==> config.mk <==
export PLATFORM = sky130hd
export DESIGN_NAME = multicycle_control_unit
export DESIGN_NICKNAME = d
export VERILOG_FILES = /design/src/rtl/multicycle_control_unit_pkg.sv /design/src/rtl/mcu_decode.sv /design/src/rtl/multicycle_control_unit.sv
export SDC_FILE = /design/constraint.sdc
export NUM_CORES = 1
export LEC_CHECK = 0
export BUFFER_PORTS_ARGS = -buffer_cell sky130_fd_sc_hd__buf_2
export CAP_MARGIN = 30
export CORE_MARGIN = 2
export CORE_UTILIZATION = 23
export DETAILED_ROUTE_END_ITERATION = 12
export PLACE_DENSITY_LB_ADDON = 0.15
export SLEW_MARGIN = 5
export SYNTH_ARGS = -nofsm -noshare
export SYNTH_HDL_FRONTEND = slang
export SYNTH_HIERARCHICAL = 1
export SYNTH_SLANG_ARGS = --single-unit
export TNS_END_PERCENT = 10
==> constraint.sdc <==
create_clock -name clk -period 2.9 [get_ports clk]
set_input_delay 0 -clock clk [delete_from_list [all_inputs] [get_ports clk]]
set_output_delay 0 -clock clk [all_outputs]
set_load 0.005 [all_outputs]
==> src/rtl/multicycle_control_unit_pkg.sv <==
// Shared encodings for the multicycle control unit: FSM states, opcodes,
// ALU operation codes, instruction classes and the bundled control word.
package multicycle_control_unit_pkg;

    typedef enum logic [2:0] {
        S_FETCH  = 3'd0,
        S_DECODE = 3'd1,
        S_EXEC   = 3'd2,
        S_MEM    = 3'd3,
        S_WB     = 3'd4
    } state_t;

    localparam logic [7:0] OP_AND = 8'h00;
    localparam logic [7:0] OP_OR  = 8'h01;
    localparam logic [7:0] OP_ADD = 8'h02;
    localparam logic [7:0] OP_SUB = 8'h06;
    localparam logic [7:0] OP_SLT = 8'h07;
    localparam logic [7:0] OP_LW  = 8'h08;
    localparam logic [7:0] OP_SW  = 8'h0A;
    localparam logic [7:0] OP_BNE = 8'h0E;

    localparam logic [2:0] ALU_AND = 3'b000;
    localparam logic [2:0] ALU_OR  = 3'b001;
    localparam logic [2:0] ALU_ADD = 3'b011;
    localparam logic [2:0] ALU_SUB = 3'b100;
    localparam logic [2:0] ALU_SLT = 3'b101;

    typedef enum logic [2:0] {
        C_R   = 3'd0,
        C_LW  = 3'd1,
        C_SW  = 3'd2,
        C_BNE = 3'd3,
        C_ILL = 3'd4
    } iclass_t;

    typedef struct packed {
        logic       pc_write;
        logic       ir_write;
        logic       reg_dst;
        logic       branch;
        logic       mem_read;
        logic       mem_write;
        logic       mem_to_reg;
        logic       alu_src;
        logic       reg_write;
        logic       illegal;
        logic [2:0] alu;
    } ctrl_t;

endpackage

==> src/rtl/mcu_decode.sv <==
// Combinational opcode decoder: instruction class plus the ALU code EXEC uses.
module mcu_decode
    import multicycle_control_unit_pkg::*;
#(
    parameter int OPCODE_W = 5
) (
    input  logic [OPCODE_W-1:0] opc_i,
    output iclass_t             cls_o,
    output logic [2:0]          alu_o
);

    always_comb begin
        cls_o = C_ILL;
        alu_o = ALU_AND;
        case (opc_i)
            OPCODE_W'(OP_ADD): begin cls_o = C_R;   alu_o = ALU_ADD; end
            OPCODE_W'(OP_SUB): begin cls_o = C_R;   alu_o = ALU_SUB; end
            OPCODE_W'(OP_AND): begin cls_o = C_R;   alu_o = ALU_AND; end
            OPCODE_W'(OP_OR):  begin cls_o = C_R;   alu_o = ALU_OR;  end
            OPCODE_W'(OP_SLT): begin cls_o = C_R;   alu_o = ALU_SLT; end
            // memory ops compute base+offset, BNE compares by subtraction
            OPCODE_W'(OP_LW):  begin cls_o = C_LW;  alu_o = ALU_ADD; end
            OPCODE_W'(OP_SW):  begin cls_o = C_SW;  alu_o = ALU_ADD; end
            OPCODE_W'(OP_BNE): begin cls_o = C_BNE; alu_o = ALU_SUB; end
            default: ;
        endcase
    end

endmodule

==> src/rtl/multicycle_control_unit.sv <==
// Multicycle FSM control unit: FETCH/DECODE/EXEC/MEM/WB with memory
// handshake stalls, illegal-opcode pulse and a retired-instruction counter.
module multicycle_control_unit
    import multicycle_control_unit_pkg::*;
#(
    parameter int OPCODE_W = 5,
    parameter int ALUOP_W  = 3,
    parameter int CNT_W    = 16
) (
    input  logic                clk,
    input  logic                rst,
    input  logic [OPCODE_W-1:0] opcode,
    input  logic                mem_ready,
    output logic                PCWrite,
    output logic                IRWrite,
    output logic                RegDst,
    output logic                Branch,
    output logic                MemRead,
    output logic                MemWrite,
    output logic                MemToReg,
    output logic                ALUsrc,
    output logic                RegWrite,
    output logic [ALUOP_W-1:0]  ALUop,
    output logic                illegal,
    output logic [2:0]          state,
    output logic [CNT_W-1:0]    retired
);

    state_t              state_q, state_d;
    logic [OPCODE_W-1:0] opc_q;
    logic [CNT_W-1:0]    retired_q;
    logic [OPCODE_W-1:0] dec_opc;
    iclass_t             cls;
    logic [2:0]          dec_alu;
    ctrl_t               ctl, ctl_out;
    logic                retire;

    // DECODE judges legality on the live opcode, later states on the latch
    assign dec_opc = (state_q == S_DECODE) ? opcode : opc_q;

    mcu_decode #(.OPCODE_W(OPCODE_W)) u_decode (
        .opc_i (dec_opc),
        .cls_o (cls),
        .alu_o (dec_alu)
    );

    always_ff @(posedge clk or posedge rst) begin
        if (rst) begin
            state_q   <= S_FETCH;
            opc_q     <= '0;
            retired_q <= '0;
        end else begin
            state_q <= state_d;
            if (state_q == S_DECODE) opc_q <= opcode;
            if (retire) retired_q <= retired_q + 1'b1;
        end
    end

    always_comb begin
        state_d = state_q;
        ctl     = '0;
        retire  = 1'b0;
        case (state_q)
            S_FETCH: begin
                ctl.mem_read = 1'b1;
                if (mem_ready) begin
                    ctl.ir_write = 1'b1;
                    ctl.pc_write = 1'b1;
                    ctl.alu      = ALU_ADD;
                    state_d      = S_DECODE;
                end
            end
            S_DECODE: begin
                if (cls == C_ILL) begin
                    ctl.illegal = 1'b1;
                    state_d     = S_FETCH;
                end else begin
                    state_d = S_EXEC;
                end
            end
            S_EXEC: begin
                ctl.alu = dec_alu;
                case (cls)
                    C_R:       state_d = S_WB;
                    C_LW, C_SW: begin
                        ctl.alu_src = 1'b1;
                        state_d     = S_MEM;
                    end
                    C_BNE: begin
                        ctl.branch   = 1'b1;
                        ctl.pc_write = 1'b1;
                        retire       = 1'b1;
                        state_d      = S_FETCH;
                    end
                    default: begin
                        ctl.alu = ALU_AND;
                        state_d = S_FETCH;
                    end
                endcase
            end
            S_MEM: begin
                if (cls == C_LW) begin
                    ctl.mem_read = 1'b1;
                    if (mem_ready) state_d = S_WB;
                end else if (cls == C_SW) begin
                    ctl.mem_write = 1'b1;
                    ctl.alu_src   = 1'b1;
                    if (mem_ready) begin
                        retire  = 1'b1;
                        state_d = S_FETCH;
                    end
                end else begin
                    state_d = S_FETCH;
                end
            end
            S_WB: begin
                state_d = S_FETCH;
                if (cls == C_R) begin
                    ctl.reg_write = 1'b1;
                    ctl.reg_dst   = 1'b1;
                    retire        = 1'b1;
                end else if (cls == C_LW) begin
                    ctl.reg_write  = 1'b1;
                    ctl.mem_to_reg = 1'b1;
                    retire         = 1'b1;
                end
            end
            default: state_d = S_FETCH;
        endcase
    end

    // outputs are forced quiet while reset is held, independent of the clock
    assign ctl_out  = rst ? '0 : ctl;
    assign PCWrite  = ctl_out.pc_write;
    assign IRWrite  = ctl_out.ir_write;
    assign RegDst   = ctl_out.reg_dst;
    assign Branch   = ctl_out.branch;
    assign MemRead  = ctl_out.mem_read;
    assign MemWrite = ctl_out.mem_write;
    assign MemToReg = ctl_out.mem_to_reg;
    assign ALUsrc   = ctl_out.alu_src;
    assign RegWrite = ctl_out.reg_write;
    assign illegal  = ctl_out.illegal;
    assign ALUop    = ALUOP_W'(ctl_out.alu);
    assign state    = state_q;
    assign retired  = retired_q;

endmodule

# Word-level counts from Yosys, hierarchy flattened
# Cells that the tools add are included.
[totals]
register_bits = 24
word_cells = 70
[op_classes]
add_sub_neg = 1
n_eq_ne = 18
mux = 39
reduce_logical = 9
[op_table]
columns = ["operator", "count"]
rows = [
  ["3-bit case mux with 4 select lines", 3],
  ["1-bit 2-to-1 mux", 19],
  ["3-bit 2-to-1 mux", 6],
  ["16-bit by 1-bit adder with 16-bit output (second input constant)", 1],
  ["5-bit by 4-bit equality test with 1-bit output (second input constant)", 3],
  ["13-bit 2-to-1 mux", 1],
  ["3-bit by 2-bit equality test with 1-bit output (second input constant)", 4],
  ["3-bit case mux with 2 select lines", 2],
  ["5-bit by 3-bit equality test with 1-bit output (second input constant)", 2],
  ["3-bit by 1-bit equality test with 1-bit output (second input constant)", 2],
  ["3-bit equality test (second input constant)", 2],
  ["3-bit logical NOT", 2],
  ["2-bit 2-to-1 mux", 3],
  ["3-bit != test (second input constant)", 2],
  ["1-bit case mux with 2 select lines", 3],
  ["5-bit by 1-bit equality test with 1-bit output (second input constant)", 1],
  ["5-bit by 2-bit equality test with 1-bit output (second input constant)", 1],
  ["5-bit logical NOT", 1],
  ["5-bit 2-to-1 mux", 1],
  ["5-bit OR reduction", 1],
  ["2-bit OR reduction", 2],
  ["4-bit OR reduction", 1],
  ["1-bit case mux with 3 select lines", 1],
  ["3-bit AND reduction", 1],
  ["2 further kinds", 2],
]

# Depth between registers and ports, before layout
# Gate-level depths: netlist of run 1.
[logic_depth]
word_depth = 10
ltp_mapped = 14
mapped_depth_nobuf = 12

# Hierarchy
# Netlist of run 1, hierarchy kept.
[by_module_without_submodules]
columns = ["mod", "n_inst", "cells_each", "area_each_um2", "seq_area_each_um2"]
rows = [
  ["multicycle_control_unit", 1, 136, 1351.3, 600.6],
  ["mcu_decode", 1, 15, 88.8, 0.0],
]

# Worst setup path after synthesis of run 1
# OpenSTA, ideal clock, no wires.
[synth_timing]
path_type = "reg-to-reg"
from = "register state_q[0] (netlist: state[0])"
to = "register retired_q[7] (netlist: retired[7])"
setup_time_ns = 0.079
arrival_ns = 2.963
slack_ns = -0.142
stages_incl_launch_ff = 15
path_cell_list = "dfrtp_1 > clkbuf_1 > nand2_1 > nor2_1 > mux2_2 > nor2b_1 > o21ai_0 > nand2_1 > and2b_1 > buf_4 > and3_4 > a22oi_2 > buf_6 > nor4b_4 > xor2_1"
[synth_via]
elab_chain_len = 9
[synth_lines]
columns = ["item", "line", "source"]
rows = [
  ["from (decl)", "multicycle_control_unit.sv:29", "state_t state_q, state_d;"],
  ["from (signal assigned)", "multicycle_control_unit.sv:53", "state_q <= state_d;"],
  ["3-bit by 1-bit equality test with 1-bit output *", "multicycle_control_unit.sv:39", "assign dec_opc = (state_q == S_DECODE) ? opcode : opc_q;"],
  ["5-bit 2-to-1 mux *", "--", ""],
  ["net dec_opc[1]", "multicycle_control_unit.sv:32", "logic [OPCODE_W-1:0] dec_opc;"],
  ["5-bit by 2-bit equality test with 1-bit output, or another cell as far along", "mcu_decode.sv:15", "case (opc_i)"],
  ["5-bit OR reduction (no source line)", "--", ""],
  ["3-bit case mux with 4 select lines *", "mcu_decode.sv:15", ""],
  ["net cls[2]", "multicycle_control_unit.sv:33", "iclass_t cls;"],
  ["3-bit by 1-bit equality test with 1-bit output or 3-bit by 2-bit equality test with 1-bit output (tied branches)", "multicycle_control_unit.sv:102, multicycle_control_unit.sv:122, multicycle_control_unit.sv:105", ""],
  ["1-bit 2-to-1 mux, on equally long branches", "multicycle_control_unit.sv:122, multicycle_control_unit.sv:105", ""],
  ["1-bit 2-to-1 mux, on equally long branches", "multicycle_control_unit.sv:118, multicycle_control_unit.sv:102", ""],
  ["1-bit case mux with 3 select lines *", "multicycle_control_unit.sv:63", "case (state_q)"],
  ["to (signal assigned)", "multicycle_control_unit.sv:55", "if (retire) retired_q <= retired_q + 1'b1;"],
  ["to (decl)", "multicycle_control_unit.sv:31", "logic [CNT_W-1:0] retired_q;"],
]
# Mark *: on every way through the listed nets, which the timed path passes. The rest lies on a longest branch.
# A chain may end at the register's enable or synchronous reset.

# Worst setup path after layout of run 1
[layout_timing]
from = "register state_q[1] (netlist: state[1])"
to = "register retired_q[9] (netlist: retired[9])"
# The elaborated chain is that of the path after synthesis.

==> impl_metrics.env, run 1 <==
export IMPL_fin_worst_skew_ns=0.00260
export IMPL_synthCells=151
export IMPL_start_kind="register"
export IMPL_clkTransAtPathRegs_ns=0.09
export IMPL_cp_required_ns=3.05
export IMPL_p_leak_nw=1.00
export IMPL_tightest_slew_ns=0.501
export IMPL_drive_gt1_frac=0.371
export IMPL_gr_total_overflow=0
export IMPL_routed_wl_mm=3.57
export IMPL_layout_nets=213
export IMPL_slew_headroom=0.663
export IMPL_synth_seq_area_share=0.417
export IMPL_critPathKind="register to register"
export IMPL_drv_cap=0
export IMPL_yosysUniqueCellTypes=40
export IMPL_cts_tree="yes"
export IMPL_finalHoldViolations=0
export IMPL_hpwlAfterDp_mm=2.67
export IMPL_die_area_um2=6910
export IMPL_finalSetupViolations=0
export IMPL_fmax_ghz=0.368
export IMPL_die_h_um=83.1
export IMPL_grt_max_degree=26
export IMPL_dr_pass1_iters=6
export IMPL_clockBufferDepth=2
export IMPL_rsz0062_at_grt="no"
export IMPL_hold_path_class="input pin to register"
export IMPL_n_antenna_cell=0
export IMPL_synth_most_common_cell="dfrtp_1"
export IMPL_synthesis_area_per_instance_um2=9.54
export IMPL_fin_crit_ns=2.72
export IMPL_synth_enable_flop_cells=0
export IMPL_peakVddDrop_mv=0.252
export IMPL_critPathMaxFanout=8
export IMPL_antenna_found_initial=0
export IMPL_cts_made_buffers=3
export IMPL_synthDominantCellAreaShare=0.417
export IMPL_grt_use_total=0.107
export IMPL_cts_root_buffer_cell="clkbuf_8"
export IMPL_fp_row_count=28
export IMPL_grt_busiest_layer="met2"
export IMPL_arrival_ns=2.86
export IMPL_gr_usage_met2=0.176
export IMPL_clock_sinks=24
export IMPL_initial_core_util=0.240
export IMPL_ys_seq_elements=24
export IMPL_slew_violations=0
export IMPL_portBuffers=39
export IMPL_avgViaCountPerCell=4.55
export IMPL_route_vias_total=1260
export IMPL_endpoint_kind="register"
export IMPL_yosys_warnings=6
export IMPL_synthTopCellsByCount="dfrtp_1, nand2_1, nor2_1"
export IMPL_synth_area_um2=1440
export IMPL_grtUsageMet3=0.0258
export IMPL_async_reset_ff_frac=1.00
export IMPL_outcome="finished clean"
export IMPL_drtIter0Drc=53
export IMPL_r2r_slack_ns=0.18
export IMPL_core_area_um2=5990
export IMPL_final_antenna_net_count=0
export IMPL_p_per_area_nw_per_um2=718
export IMPL_cts_max_level=1
export IMPL_setup_tns_ns=0
export IMPL_drc=0
export IMPL_synth_top_area_cell="dfrtp_1"
export IMPL_boundaryPins=40
export IMPL_finalCritPeriodShare=0.936
export IMPL_synth_fp_nets=160
export IMPL_synth_area_top_cells="dfrtp_1, xor2_1, xnor2_1"
export IMPL_wl_per_cell_um=12.9
export IMPL_p_total_w=0.00137
export IMPL_area_growth_pct=32.8
export IMPL_grt_pass1_vias=1265
export IMPL_timing_hold_ws_ns=0.0338
export IMPL_insertion_delay_ns=0.26
export IMPL_use_met1=0.140
export IMPL_place_gp_congestion=0.730
export IMPL_synth_main_ff_cell="dfrtp_1"
export IMPL_grt_pass1_wl_mm=6.06
export IMPL_die_x_um=83.1
-- cell usage in the layout, fill, tap and decap left out, drive strengths merged, types with 2 or more instances in the layout --
cell type / Yosys / routed
and2: 3 / 3
nand3: 4 / 4
dfrtp: 24 / 24
o21ai: 2 / 2
xnor2: 8 / 8
and4b: 2 / 2
a31o: 2 / 2
nor2: 14 / 14
buf: 4 / 55
and4: 2 / 2
nor3: 8 / 8
nand2: 17 / 17
or3: 2 / 2
nand4: 4 / 4
xor2: 10 / 10
inv: 5 / 5
nor4b: 3 / 3
mux2: 5 / 5
clkbuf: 4 / 3
a21oi: 9 / 9
and3: 5 / 5
-- flip-flops by register name, summed over array words and instances, names as in the netlist --
signal and flops:
opc_q 5, retired 16, state 3
-- where the power goes --
part,leakage (nW),internal [W],switching [W]
combinational,0.660,0.000356,0.000386
clock,0.0216,0.0000928,0.000107
sequential,0.319,0.000397,0.0000351
total,1.00,0.000846,0.000528
-- path summary, 6_finish.rpt --
check                            start           to  cells past startpoint
max                           state[1]   retired[9]                     12
min                          opcode[4]     opc_q[4]                      2
max reg2reg                   state[1]   retired[9]                     12
min reg2reg                retired[15]  retired[15]                      1
max in group asynchronous          rst   retired[1]                      4
min in group asynchronous          rst     state[0]                      4
-- logic make-up after synthesis --
family,count (synthesis),share of synthesized area
multiplexers,5,0.0391
AND/OR/NAND/NOR,71,0.297
AO/OA/AOI/OAI,19,0.0852
XOR/XNOR,18,0.109
buffers and inverters,13,0.0434
adder cells (fa/ha/maj),1,0.00869
flip-flops,24,0.417
-- routing by layer --
metal  share of wire  vias to the layer above
met3           0.054                        2
met2            0.47                       34
met5               0                        -
li1                -                      631
met4          0.0053                        0
met1            0.47                      593
-- final cells by class --
class | instances | area [um^2]
Tap cell | 75 | 93.8
Clock buffer | 3 | 41.3
Sequential cell | 24 | 601
Timing Repair Buffer | 56 | 338
Fill cell | 630 | 4080
Inverter | 5 | 18.8
Multi-Input combinational cell | 114 | 821
-- critical path: stages, from the launching register on --
cell and delay [ns]:
dfrtp_1 0.39, inv_1 0.07, nand2_1 0.11, nor2_4 0.23
mux2_4 0.37, xnor2_2 0.15, and3_2 0.25, and4b_1 0.18
a31o_1 0.21, a22oi_2 0.26, buf_12 0.17, nor3_1 0.06
xor2_1 0.16
-- per-stage QoR --
step           instance area [um^2]  utilization  setup WS (ns)  instances
6_report                       1910        0.319          0.184        277
5_1_grt                        1910        0.319         0.0159        277
4_1_cts                        1860        0.311         0.0738        275
3_5_place_dp                   1810        0.301         0.0782        271
3_3_place_gp                   1810        0.301         0.0880        271
2_1_floorplan                  1440            -         0.0608        151
-- what timing repair did --
action,in CTS,in global routing
gates resized for setup,1,8
endpoints found under the setup margin,1,11
hold buffers,1,0
gates cloned,0,0
pin swaps,0,1
setup buffers,0,2
hold endpoints to repair,24,0
(Power assumes the default switching activity.)
==> run 2, diff against run 1 <==
Settings changed: CORE_UTILIZATION 23 to 48, CTS_BUF_LIST from default to sky130_fd_sc_hd__clkbuf_8, REMOVE_ABC_BUFFERS from default to 1.
==> run 2 against run 1 <==
The flow now finishes with violations (design-rule violations); cell area decreased by 2.3%; wire length fell by 8.7%; first-iteration DRC count is 11% lower; via count grew 0.40%; sequential cell count unchanged; core utilization up 35 points; clock power is 44% higher; sequential share of layout area grew 0.74 points; worst setup slack worse by 0.11 ns; register-to-register slack worse by 0.11 ns; maximum frequency decreased by 3.9%; critical path type unchanged; highest routed layer unchanged.
==> impl_metrics.env, run 2 (same netlist as run 1, synthesis figures left out) <==
export IMPL_dp_slack_ns=0.0588
export IMPL_insertion_delay_ns=0.26
export IMPL_finalSetupViolations=0
export IMPL_p_leak_nw=0.997
export IMPL_routed_wl_mm=3.26
export IMPL_fin_worst_skew_ns=0.00126
export IMPL_place_area_um2=1730
export IMPL_place_gp_congestion=0.871
export IMPL_wl_per_cell_um=14.2
export IMPL_timing_rr_end="retired[7]"
export IMPL_n_antenna_cell=0
export IMPL_r2r_slack_ns=0.07
export IMPL_cts_made_buffers=3
export IMPL_fp_row_count=19
export IMPL_cts_root_buffer_cell="clkbuf_8"
export IMPL_boundaryPins=40
export IMPL_route_vias_total=1265
export IMPL_grt_max_degree=26
export IMPL_finalCritPeriodShare=0.974
export IMPL_finalWorstSetupSlack_ns=0.0741
export IMPL_timing_hold_ws_ns=0.0273
export IMPL_endpoint_kind="register"
export IMPL_final_cell_mix="buf_2, dfrtp_1, nand2_1, nor2_1, buf_4"
export IMPL_r2r_start="state[1]"
export IMPL_p_per_area_nw_per_um2=785
export IMPL_critPathKind="register to register"
export IMPL_drive_gt1_frac=0.362
export IMPL_grt_pass1_wl_mm=5.33
export IMPL_reg2regPathDepth=13
export IMPL_die_h_um=58.8
export IMPL_peakVddDrop_mv=0.408
export IMPL_cts_max_level=1
export IMPL_die_area_um2=3450
export IMPL_grt_pass1_vias=1173
export IMPL_gr_total_overflow=0
export IMPL_finalHoldViolations=0
export IMPL_largest_register_ff_count=16
export IMPL_start_kind="register"
export IMPL_portBuffers=39
export IMPL_fmax_ghz=0.354
export IMPL_rsz0062_at_grt="yes"
export IMPL_clockBufferDepth=2
export IMPL_drtIter0Drc=47
export IMPL_setup_worst_path_start="state[1]"
export IMPL_cp_endpoint="retired[7]"
export IMPL_initial_core_util=0.513
export IMPL_fin_crit_ns=2.83
export IMPL_clock_sinks=24
export IMPL_final_util=0.666
export IMPL_clkTransAtPathRegs_ns=0.08
export IMPL_core_area_um2=2810
export IMPL_layout_nets=209
export IMPL_hold_path_class="input pin to register"
export IMPL_antenna_found_initial=0
export IMPL_arrival_ns=3.02
export IMPL_layout_cells_most_common="buf_2"
export IMPL_cts_tree="yes"
export IMPL_dr_pass1_iters=8
export IMPL_critPathMaxFanout=11
export IMPL_cp_required_ns=3.09
export IMPL_failed_checks="design-rule violations"
export IMPL_drc=2
export IMPL_area_growth_pct=29.8
export IMPL_slew_violations=0
export IMPL_fillers=240
export IMPL_grt_use_total=0.199
export IMPL_die_x_um=58.8
export IMPL_avgViaCountPerCell=5.50
export IMPL_design_area_um2=1870
export IMPL_hpwlAfterDp_mm=2.35
export IMPL_drv_cap=0
export IMPL_slew_headroom=0.703
export IMPL_outcome="complete, but fails checks"
export IMPL_tightest_slew_ns=0.444
export IMPL_final_antenna_net_count=0
-- run 2: changes by cell type in the layout (fill, tap and decap cells not counted), sizes merged --
cell / previous run / this run
buf: 55 / 51
bufinv: 0 / 1
-- run 2: layout make-up --
| class | instances | area [um^2] | area share |
|---|---|---|---|
| repair buffers | 52 | 308 | 0.165 |
| clock inverters | 1 | 30.0 | 0.0161 |
| inverters | 5 | 18.8 | 0.0100 |
| flip-flops and latches | 24 | 601 | 0.321 |
| well taps | 31 | 38.8 | 0.0207 |
| clock buffers | 3 | 41.3 | 0.0221 |
| multi-input cells | 114 | 832 | 0.445 |
-- run 2: repair_timing --
item                                    4_1_cts  5_1_grt
hold endpoints to repair                     24        0
endpoints found under the setup margin        0       17
gates resized for setup                       0       12
buffers inserted                              0        1
hold buffers                                  1        0
-- run 2: per-layer routing --
| layer | wire length (um) | vias up | global-route usage |
|---|---|---|---|
| met3 | 142 | 4 | 0.0308 |
| met1 | 1520 | 605 | 0.284 |
| met5 | 0 | - | 0 |
| li1 | - | 626 | - |
| met2 | 1560 | 30 | 0.316 |
| met4 | 28 | 0 | 0.0487 |
-- run 2: worst min-delay path by stage --
stage | to | from | cells past startpoint | slack, ns
5_1_grt | opc_q[0] | opcode[0] | 2 | 0.03
3_3_place_gp | state[2] | rst | 3 | 0.1
2_1_floorplan | opc_q[0] | rst | 1 | 0.02
4_1_cts | opc_q[3] | opcode[3] | 2 | 0.06
6_report | opc_q[0] | opcode[0] | 2 | 0.03
3_5_place_dp | state[2] | rst | 3 | 0.11
-- run 2: where the power goes --
group | total [W] | internal (W) | switching (W)
Combinational | 0.000748 | 0.000348 | 0.000400
Sequential | 0.000430 | 0.000397 | 0.0000330
Clock | 0.000289 | 0.000184 | 0.000105
-- run 2: worst max-delay path, stage by stage, from the launching register on --
cell and delay [ns]:
dfrtp_1 0.39, inv_2 0.09, nand2_1 0.08, nor2_1 0.10, buf_4 0.17, mux2_4 0.37, xnor2_4 0.17, and3_4 0.20
nor3b_1 0.27, and3_4 0.24, a22oi_2 0.07, buf_12 0.16, nor4b_4 0.28, xor2_1 0.16
-- run 2: per-stage QoR --
stage	setup TNS [ns]	std cells	total power, W
2_1_floorplan	-0.851	143	0.000840
3_3_place_gp	0	224	0.00104
3_5_place_dp	0	224	0.00107
4_1_cts	0	229	0.00137
5_1_grt	-0.205	230	0.00157
6_report	0	230	0.00147
